File: config.mk
export PLATFORM = sky130hd
export DESIGN_NAME = conv_in_data_unpackage
export DESIGN_NICKNAME = d
export VERILOG_FILES = /design/src/rtl/cnn_stream_pkg.sv /design/src/rtl/conv_in_data_unpackage.sv
export SDC_FILE = /design/constraint.sdc
export NUM_CORES = 1
export LEC_CHECK = 0
export BUFFER_PORTS_ARGS = -buffer_cell sky130_fd_sc_hd__buf_4
export CAP_MARGIN = 20
export CORE_MARGIN = 1
export CORE_UTILIZATION = 35
export CTS_BUF_LIST = sky130_fd_sc_hd__clkbuf_16
export DETAILED_ROUTE_END_ITERATION = 10
export GPL_TIMING_DRIVEN = 0
export MAX_ROUTING_LAYER = met4
export SLEW_MARGIN = 5
export SYNTH_ARGS = -nofsm -noshare
export SYNTH_HDL_FRONTEND = slang
export SYNTH_SLANG_ARGS = --single-unit
File: constraint.sdc
create_clock -name clk -period 4.8 [get_ports clk]
set_input_delay 0.96 -clock clk [delete_from_list [all_inputs] [get_ports clk]]
set_output_delay 0.96 -clock clk [all_outputs]
set_load 0.03 [all_outputs]
File: src/rtl/cnn_stream_pkg.sv
// Shared definitions for the 32-bit feature-map stream packer/unpacker pair.
package cnn_stream_pkg;

  localparam int unsigned WORD_W    = 32;
  localparam int unsigned MAX_WORDS = 8;

  typedef enum logic [1:0] {
    S_IDLE = 2'd0,
    S_FILL = 2'd1,
    S_HOLD = 2'd2
  } stream_state_e;

  // ceil(size/32) with 0 treated as one word and a clamp at MAX_WORDS
  function automatic logic [3:0] words_per_vec(input logic [11:0] size);
    if (size == 12'd0) return 4'd1;
    if (size >= 12'd256) return 4'(MAX_WORDS);
    return {1'b0, size[7:5]} + {3'b000, |size[4:0]};
  endfunction

  function automatic logic [WORD_W-1:0] chan_tail_mask(input logic [4:0] rem);
    if (rem == 5'd0) return '1;
    return (32'd1 << rem) - 32'd1;
  endfunction

endpackage

File: src/rtl/conv_in_data_unpackage.sv
// Packs 32-bit stream beats into one 256-bit channel vector per pixel and
// hands it to the MAC array over a valid/ready handshake.
module conv_in_data_unpackage
  import cnn_stream_pkg::*;
#(
  parameter int unsigned C_S_AXIS_TDATA_WIDTH = 32,
  parameter int unsigned VEC_WIDTH            = 256
) (
  input  logic                            clk,
  input  logic                            rst,
  input  logic                            layer_start,
  input  logic [11:0]                     input_channel_size,
  input  logic                            in_valid,
  output logic                            in_ready,
  input  logic                            in_last,
  input  logic [C_S_AXIS_TDATA_WIDTH-1:0] in_data,
  output logic                            vec_valid,
  input  logic                            vec_ready,
  output logic [VEC_WIDTH-1:0]            vec_data,
  output logic                            vec_last,
  output logic                            layer_done,
  output logic                            frame_err
);

  stream_state_e          state_q, state_d;
  logic [2:0]             word_cnt_q, word_cnt_d;
  logic [3:0]             wpv_q, wpv_d;
  logic [WORD_W-1:0]      tail_mask_q, tail_mask_d;
  logic [VEC_WIDTH-1:0]   vec_data_q, vec_data_d;
  logic                   vec_last_q, vec_last_d;
  logic                   layer_done_q, layer_done_d;
  logic                   frame_err_q, frame_err_d;
  logic                   last_word;

  assign last_word = ({1'b0, word_cnt_q} + 4'd1) == wpv_q;

  always_comb begin
    state_d      = state_q;
    word_cnt_d   = word_cnt_q;
    wpv_d        = wpv_q;
    tail_mask_d  = tail_mask_q;
    vec_data_d   = vec_data_q;
    vec_last_d   = vec_last_q;
    layer_done_d = 1'b0;
    frame_err_d  = frame_err_q;

    case (state_q)
      S_IDLE: begin
        if (layer_start) begin
          state_d     = S_FILL;
          word_cnt_d  = '0;
          wpv_d       = words_per_vec(input_channel_size);
          tail_mask_d = (input_channel_size >= 12'd256) ? '1
                                                        : chan_tail_mask(input_channel_size[4:0]);
        end
      end
      S_FILL: begin
        if (in_valid) begin
          vec_data_d[{word_cnt_q, 5'd0} +: WORD_W] = last_word ? (in_data & tail_mask_q) : in_data;
          if (last_word || in_last) begin
            // An in_last before the vector is full closes it early and is a framing error
            state_d     = S_HOLD;
            word_cnt_d  = '0;
            vec_last_d  = in_last;
            frame_err_d = frame_err_q | (in_last & ~last_word);
          end else begin
            word_cnt_d = word_cnt_q + 3'd1;
          end
        end
      end
      S_HOLD: begin
        if (vec_ready) begin
          vec_data_d   = '0;
          vec_last_d   = 1'b0;
          layer_done_d = vec_last_q;
          state_d      = vec_last_q ? S_IDLE : S_FILL;
        end
      end
      default: state_d = S_IDLE;
    endcase
  end

  always_ff @(posedge clk) begin
    if (rst) begin
      state_q      <= S_IDLE;
      word_cnt_q   <= '0;
      wpv_q        <= 4'd1;
      tail_mask_q  <= '1;
      vec_data_q   <= '0;
      vec_last_q   <= 1'b0;
      layer_done_q <= 1'b0;
      frame_err_q  <= 1'b0;
    end else begin
      state_q      <= state_d;
      word_cnt_q   <= word_cnt_d;
      wpv_q        <= wpv_d;
      tail_mask_q  <= tail_mask_d;
      vec_data_q   <= vec_data_d;
      vec_last_q   <= vec_last_d;
      layer_done_q <= layer_done_d;
      frame_err_q  <= frame_err_d;
    end
  end

  assign in_ready   = (state_q == S_FILL);
  assign vec_valid  = (state_q == S_HOLD);
  assign vec_data   = vec_data_q;
  assign vec_last   = vec_last_q;
  assign layer_done = layer_done_q;
  assign frame_err  = frame_err_q;

endmodule

==> summary.md, run 1 <==
| Metric | Value |
|---|---|
| Outcome | complete, no violations |
| Initial antenna violation count | 1 |
| WP depth | 12 |
| EDFF count, synth | 0 |
| CTS clock-pin slew for the worst setup and hold paths | 70 ps |
| FP Rows | 63 |
| Max Clock Freq | 303.3 MHz |
| Crit end category | flip-flop |
| Share of layout cells above drive strength 1 | 0.3321 |
| HPWL after DPL | 27690 um |
| Setup repair bufs after CTS | 0 |
| VDD IR max | 0.2667 mV |
| Most common cell on crit path | clkbuf_1 |
| Critical-path cell list | buf_4 > clkbuf_1 > clkbuf_1 > nor2_1 > nand3_1 > ha_1 > clkbuf_1 > buf_1 > mux2i_1 > o31ai_1 > o22ai_1 > nand2_1 |
| Largest net degree at the start of global routing | 16 |
| Routability congestion estimate | 0.8983 |
| Die area | 31050 um^2 |
| Fraction of registers with async set/reset | 0 |
| Synth area leaders | dfxtp_1, a22o_1, o211a_4 |
| Commonest cells after routing, fill and taps aside | buf_4, dfxtp_1, a22o_1 |
| Chip Width | 176.2 um |
| Hold Crit Class | reg2reg |
| Hold Vio Cnt, Final | 0 |
| Clk_lat worst skew | 550 ps |
| Number of H-tree levels | 1 |
| Yosys warning total | 0 |
| Layout area overhead | 35.20% |
| CP Data Required Time | 5290 ps |
| Hold_buf cts | 0 |
| 1st-iter DRT viols | 738 |
| Drt wl/cell | 22.40 um |
| P per Cell Area | 357.1 nW/um^2 |
| Crit path buf inv count | 5 |
| Slew Viols, Final | 0 |
| Post-Syn Area | 10620 um^2 |
| CTS resizes | 0 |
| Grt met1 use | 0.3168 |
| Number of port buffers | 310 |
| Leakage | 0.006246 uW |
| Relative slew slack | 0.2315 |
| M2 GR Usage | 0.3850 |
| Period minus WS final | 3297 ps |
| Detail Route Antenna Nets | 0 |
| Flop-to-flop setup slack | 1760 ps |
| First-pass GRT wire length | 55200 um |
| R2R depth | 7 |
| Mean Syn Cell Area | 11.25 um^2 |
| Top cell type's share of synthesized area | 0.5654 |
| Area leader, netlist | dfxtp_1 |
| RR Endpoint | vec_data[143]$_SDFFE_PP0P_ |
| Synth Register Bits | 300 |
| CTS Buf Count | 30 |
| Total number of vias | 9196 |
| Post-synth net total | 1000 |
| Slew at the pin closest to its max-slew limit | 1153 ps |
| Detailed-route wire length | 38040 um |
| Proportion of synthesized chip area in sequential cells | 0.5654 |
| CP max-delay cell | clkbuf_1 |
| Synth cell types | 60 |
| Cells after synthesis | 944 |
| Vert. Die Dim | 176.2 um |
| Starting Density | 0.3574 |
| Met3 Use GR | 0.03488 |
| Predominant post-synthesis flop cell | dfxtp_1 |
| RSZ-0062 raised after global routing | no |
| R2r startpoint | word_cnt_q[0]$_SDFFE_PP0P_ |
| Kind of critical path | in2reg |
| Vias in the first global route | 8476 |
| CP delay by family, top | buffers and inverters |
| Hold path startpoint | vec_data[94]$_SDFFE_PP0P_ |
| Crit-path max cell delay | 440 ps |
| Final Util | 0.4832 |
| Setup Viol. Count Final | 0 |
| Drt first pass iters | 5 |
| CP arrival | 3790 ps |
| # DRC | 0 |
| Worst-case clock buffer depth | 3 |
| CTS tree | done |
| Commonest non-fill, non-tap cell in the layout | buf_4 |
| Number of fill cells | 2770 |
| Core ar. | 29720 um^2 |
| Part of the cycle the worst path needs | 0.6870 |
| Worst Setup EP | tail_mask_q[8]$_SDFFE_PP1P_ |
| Vias per inst | 5.416 |
| Worst-path fanout max | 10 |
| Final net count | 1343 |
| Clock Skew | 14.56 ps |
| Setup_tns | 0 ps |
| CTS sink cnt | 300 |
| Max Cap Violations | 0 |
| Number of I/O pins | 311 |
| GRT Total Usage | 0.2422 |
| CTS root buf | clkbuf_16 |
| Crit path launch | input_channel_size[2] |
| Grt ovf | 0 |
| GRT Max-Usage Layer | met2 |
| CP startpoint kind | input port |
-- worst min-delay path by stage --
stage | end | cells after the start
2_1_floorplan | tail_mask_q[27]$_SDFFE_PP1P_ | 2
3_3_place_gp | vec_data[62]$_SDFFE_PP0P_ | 2
3_5_place_dp | vec_data[62]$_SDFFE_PP0P_ | 2
4_1_cts | vec_data[62]$_SDFFE_PP0P_ | 2
5_1_grt | vec_data[178]$_SDFFE_PP0P_ | 1
6_report | vec_data[94]$_SDFFE_PP0P_ | 2
-- registers in the layout (all words and copies together), names as in the netlist --
signal,flops
tail_mask_q,32
frame_err,1
state_q,2
word_cnt_q,3
wpv_q,4
vec_last,1
layer_done,1
vec_data,256
-- Yosys cell counts, types with 10 or more instances --
library cell,instances
dfxtp_1,300
a22o_1,251
nand2_1,46
clkbuf_1,43
buf_2,36
nor2_1,34
o21ai_0,27
a21oi_1,21
o211a_4,17
o21ai_1,12
a31oi_1,11
nand3_1,11
o211a_2,11
nor2b_1,10
-- kinds of logic (layout without fill, tap and decap cells) --
logic type | count (synthesis) | count (layout) | synth area share
other | 0 | 1 | 0
xor gates and xnor gates | 5 | 5 | 0.004124
muxes | 1 | 1 | 0.0009424
DFF | 300 | 300 | 0.5654
AOI/OAI and AO/OA | 392 | 392 | 0.3126
adders and majority gates | 6 | 6 | 0.007068
and+or+nand+nor | 148 | 148 | 0.07304
buffers and inverters | 92 | 455 | 0.03675
-- layer usage --
layer  routed length (um)  up-vias
met3                 2242       58
met1                16810     4504
met4                 1049        0
met5                    0        -
met2                17930      352
li1                     -     4282
-- tightest hold or removal path: stages (launching register included) --
cell and delay, ps:
dfxtp_1 320, nand2_1 50, o21ai_0 50
-- final cells by class --
class / instances / area, um^2 / area share
Buffer: 84 / 360.3 / 0.02509
Clock buffer: 30 / 750.7 / 0.05228
Tap cell: 390 / 488.0 / 0.03398
Timing Repair Buffer: 311 / 2335 / 0.1626
Multi-Input combinational cell: 552 / 4225 / 0.2942
Antenna cell: 1 / 2.502 / 0.0001743
Clock inverter: 22 / 162.7 / 0.01133
Inverter: 8 / 30.03 / 0.002091
Sequential cell: 300 / 6006 / 0.4182
-- per-stage QoR --
step / hold WS [ps] / power [uW] / area [um^2] / setup slack [ps] / cells
6_report: 456.3 / 5127 / 14360 / 1503 / 1698
4_1_cts: 457.0 / 5156 / 14360 / 1622 / 1697
3_5_place_dp: 443.4 / 2975 / 13440 / 1059 / 1645
3_3_place_gp: 437.6 / 2976 / 13440 / 902.7 / 1644
5_1_grt: 487.3 / 5288 / 14360 / 1319 / 1698
2_1_floorplan: 437.8 / 2801 / 10620 / 1855 / 944
-- where the power goes --
part | total (uW) | leakage [uW] | switching (uW) | internal, uW
Combinational | 399 | 0.00335 | 279 | 120
Clock | 2200 | 0.000475 | 968 | 1240
Sequential | 2520 | 0.00242 | 14.5 | 2510
Total | 5130 | 0.00625 | 1260 | 3870
(Power assumes the default switching activity.)
==> run 2, diff against run 1 <==
clock period = 2.9 ns   (was 4.8 ns; I/O delays follow)
==> run 2 against run 1 <==
Power increased by 65%; combinational power grew 66%; worst hold slack got worse by 140 ps; sequential power rose by 66%; clock skew rose by 0.56 ps; die area unchanged; register-to-register slack worse by 1700 ps; critical endpoint is now vec_data[221]$_SDFFE_PP0P_; largest power group unchanged.
==> summary.md, run 2 (same netlist as run 1, synthesis figures left out) <==
| Metric | Value |
|---|---|
| Outcome | complete, no violations |
| Largest net degree at the start of global routing | 16 |
| Max Cap Violations | 0 |
| Vias per inst | 5.397 |
| Detailed-route wire length | 37960 um |
| CTS tree | done |
| Post-DP Area | 13440 um^2 |
| Max Clock Freq | 353.4 MHz |
| Hold Crit Class | in2reg |
| Final instance area | 14390 um^2 |
| Drt first pass iters | 5 |
| Vias in the first global route | 8475 |
| Kind of critical path | reg2reg |
| Relative slew slack | 0.4192 |
| Detail Route Antenna Nets | 0 |
| Initial antenna violation count | 1 |
| CP Data Required Time | 3390 ps |
| Slew Viols, Final | 0 |
| P per Cell Area | 589.4 nW/um^2 |
| Share of layout cells above drive strength 1 | 0.3407 |
| Final net count | 1342 |
| Grt ovf | 0 |
| Worst-case clock buffer depth | 3 |
| Setup repair bufs after CTS | 0 |
| Leakage | 0.006257 uW |
| Number of H-tree levels | 1 |
| Number of fill cells | 2765 |
| Commonest non-fill, non-tap cell in the layout | buf_4 |
| R2r startpoint | word_cnt_q[0]$_SDFFE_PP0P_ |
| Setup Viol. Count Final | 0 |
| Overall Power | 8482 uW |
| Most common cell on crit path | ha_1 |
| Slew at the pin closest to its max-slew limit | 871.1 ps |
| Clk_lat worst skew | 550 ps |
| Hold path startpoint | in_last |
| Part of the cycle the worst path needs | 0.9758 |
| 1st-iter DRT viols | 678 |
| Vert. Die Dim | 176.2 um |
| Critical-path cell list | inv_2 > ha_1 > ha_1 > clkbuf_1 > nor4b_2 > buf_4 > buf_2 > a22o_1 |
| Commonest cells after routing, fill and taps aside | buf_4, dfxtp_1, a22o_1 |
| Crit end category | flip-flop |
| Hold Vio Cnt, Final | 0 |
| Number of port buffers | 310 |
| CP arrival | 3320 ps |
| Final Util | 0.4843 |
| Clock Skew | 15.12 ps |
| Post-Place Worst Slack | -461.3 ps |
| Layout area overhead | 35.51% |
| # DRC | 0 |
| Number of I/O pins | 311 |
| First-pass GRT wire length | 55200 um |
| Chip Width | 176.2 um |
| Drt wl/cell | 22.37 um |
| CTS Buf Count | 30 |
| Period minus WS final | 2830 ps |
| Die area | 31050 um^2 |
| GRT Total Usage | 0.2422 |
| VDD IR max | 0.4401 mV |
| FP Rows | 63 |
| CTS root buf | clkbuf_16 |
| Crit-path max cell delay | 620 ps |
| Total number of vias | 9159 |
| CP max-delay cell | nor4b_2 |
| Routability congestion estimate | 0.8983 |
| Final worst slack | 70.30 ps |
| Number of flip-flops in the largest register | 256 |
| Starting Density | 0.3574 |
| Hold_buf cts | 0 |
| CTS clock-pin slew for the worst setup and hold paths | 60 ps |
| Worst-path fanout max | 10 |
| CP startpoint kind | flip-flop |
| Crit path launch | word_cnt_q[0]$_SDFFE_PP0P_ |
| Core ar. | 29720 um^2 |
| HPWL after DPL | 27690 um |
| CTS sink cnt | 300 |
run 2: changes by cell type in the layout (fill, tap and decap cells not counted):
cell	change
nor2_2	+2
a21oi_1	-2
nor4b_2	+1
a21oi_2	+2
nor4b_1	-1
clkbuf_1	-4
nor2_1	-2
a31oi_2	+2
clkbuf_2	+4
a31oi_1	-2
buf_1	-1
run 2: worst paths after layout:
kind / endpoint / slack (ps) / depth (start not counted)
hold / removal: frame_err$_SDFFE_PP0P_ / 310 / 3
setup / recovery: vec_data[221]$_SDFFE_PP0P_ / 70 / 8
setup reg to reg: vec_data[221]$_SDFFE_PP0P_ / 70 / 8
hold reg to reg: vec_data[32]$_SDFFE_PP0P_ / 450 / 2
run 2: power breakdown:
part / switching (uW) / internal [uW] / total, uW
clock: 1600 / 2050 / 3640
combinational: 462 / 201 / 662
sequential: 24.0 / 4150 / 4180
run 2: area by class of cell:
type	count	area, um^2	share of cell area
clock inverters	22	162.7	0.01130
plain buffers	83	361.6	0.02512
well taps	390	488.0	0.03390
flip-flops and latches	300	6006	0.4173
diodes	1	2.502	0.0001739
repair buffers	311	2335	0.1622
inverters	8	30.03	0.002086
multi-input cells	552	4257	0.2957
clock buffers	30	750.7	0.05216
run 2: repair_timing:
item	CTS	global route
gates resized for setup	1	13
setup endpoints to repair	30	123
cloned	0	0
pin swaps	0	0
run 2: stage by stage:
stage | instances | setup TNS, ps | hold slack (ps)
floorplan | 944 | 0 | 437.8
global placement | 1644 | -10080 | 437.6
detailed placement | 1645 | -3562 | 443.4
CTS | 1697 | 0 | 299.7
global route | 1697 | -9.071 | 317.5
finish | 1697 | 0 | 312.0
run 2: worst max-delay path, delay by kind of cell (launching register included):
family                   cells  cell delay [ps]
buffers and inverters        4              870
AO/OA/AOI/OAI                1              160
AND/OR/NAND/NOR              1              620
flip-flops                   1              560
adder cells (fa/ha/maj)      2              550
run 2: layer usage:
metal	wire (um)	global-route usage	vias up
met5	0	-	-
met4	1030	0.07572	0
met3	2655	0.03510	54
met2	17810	0.3850	347
met1	16460	0.3166	4475
li1	-	-	4283
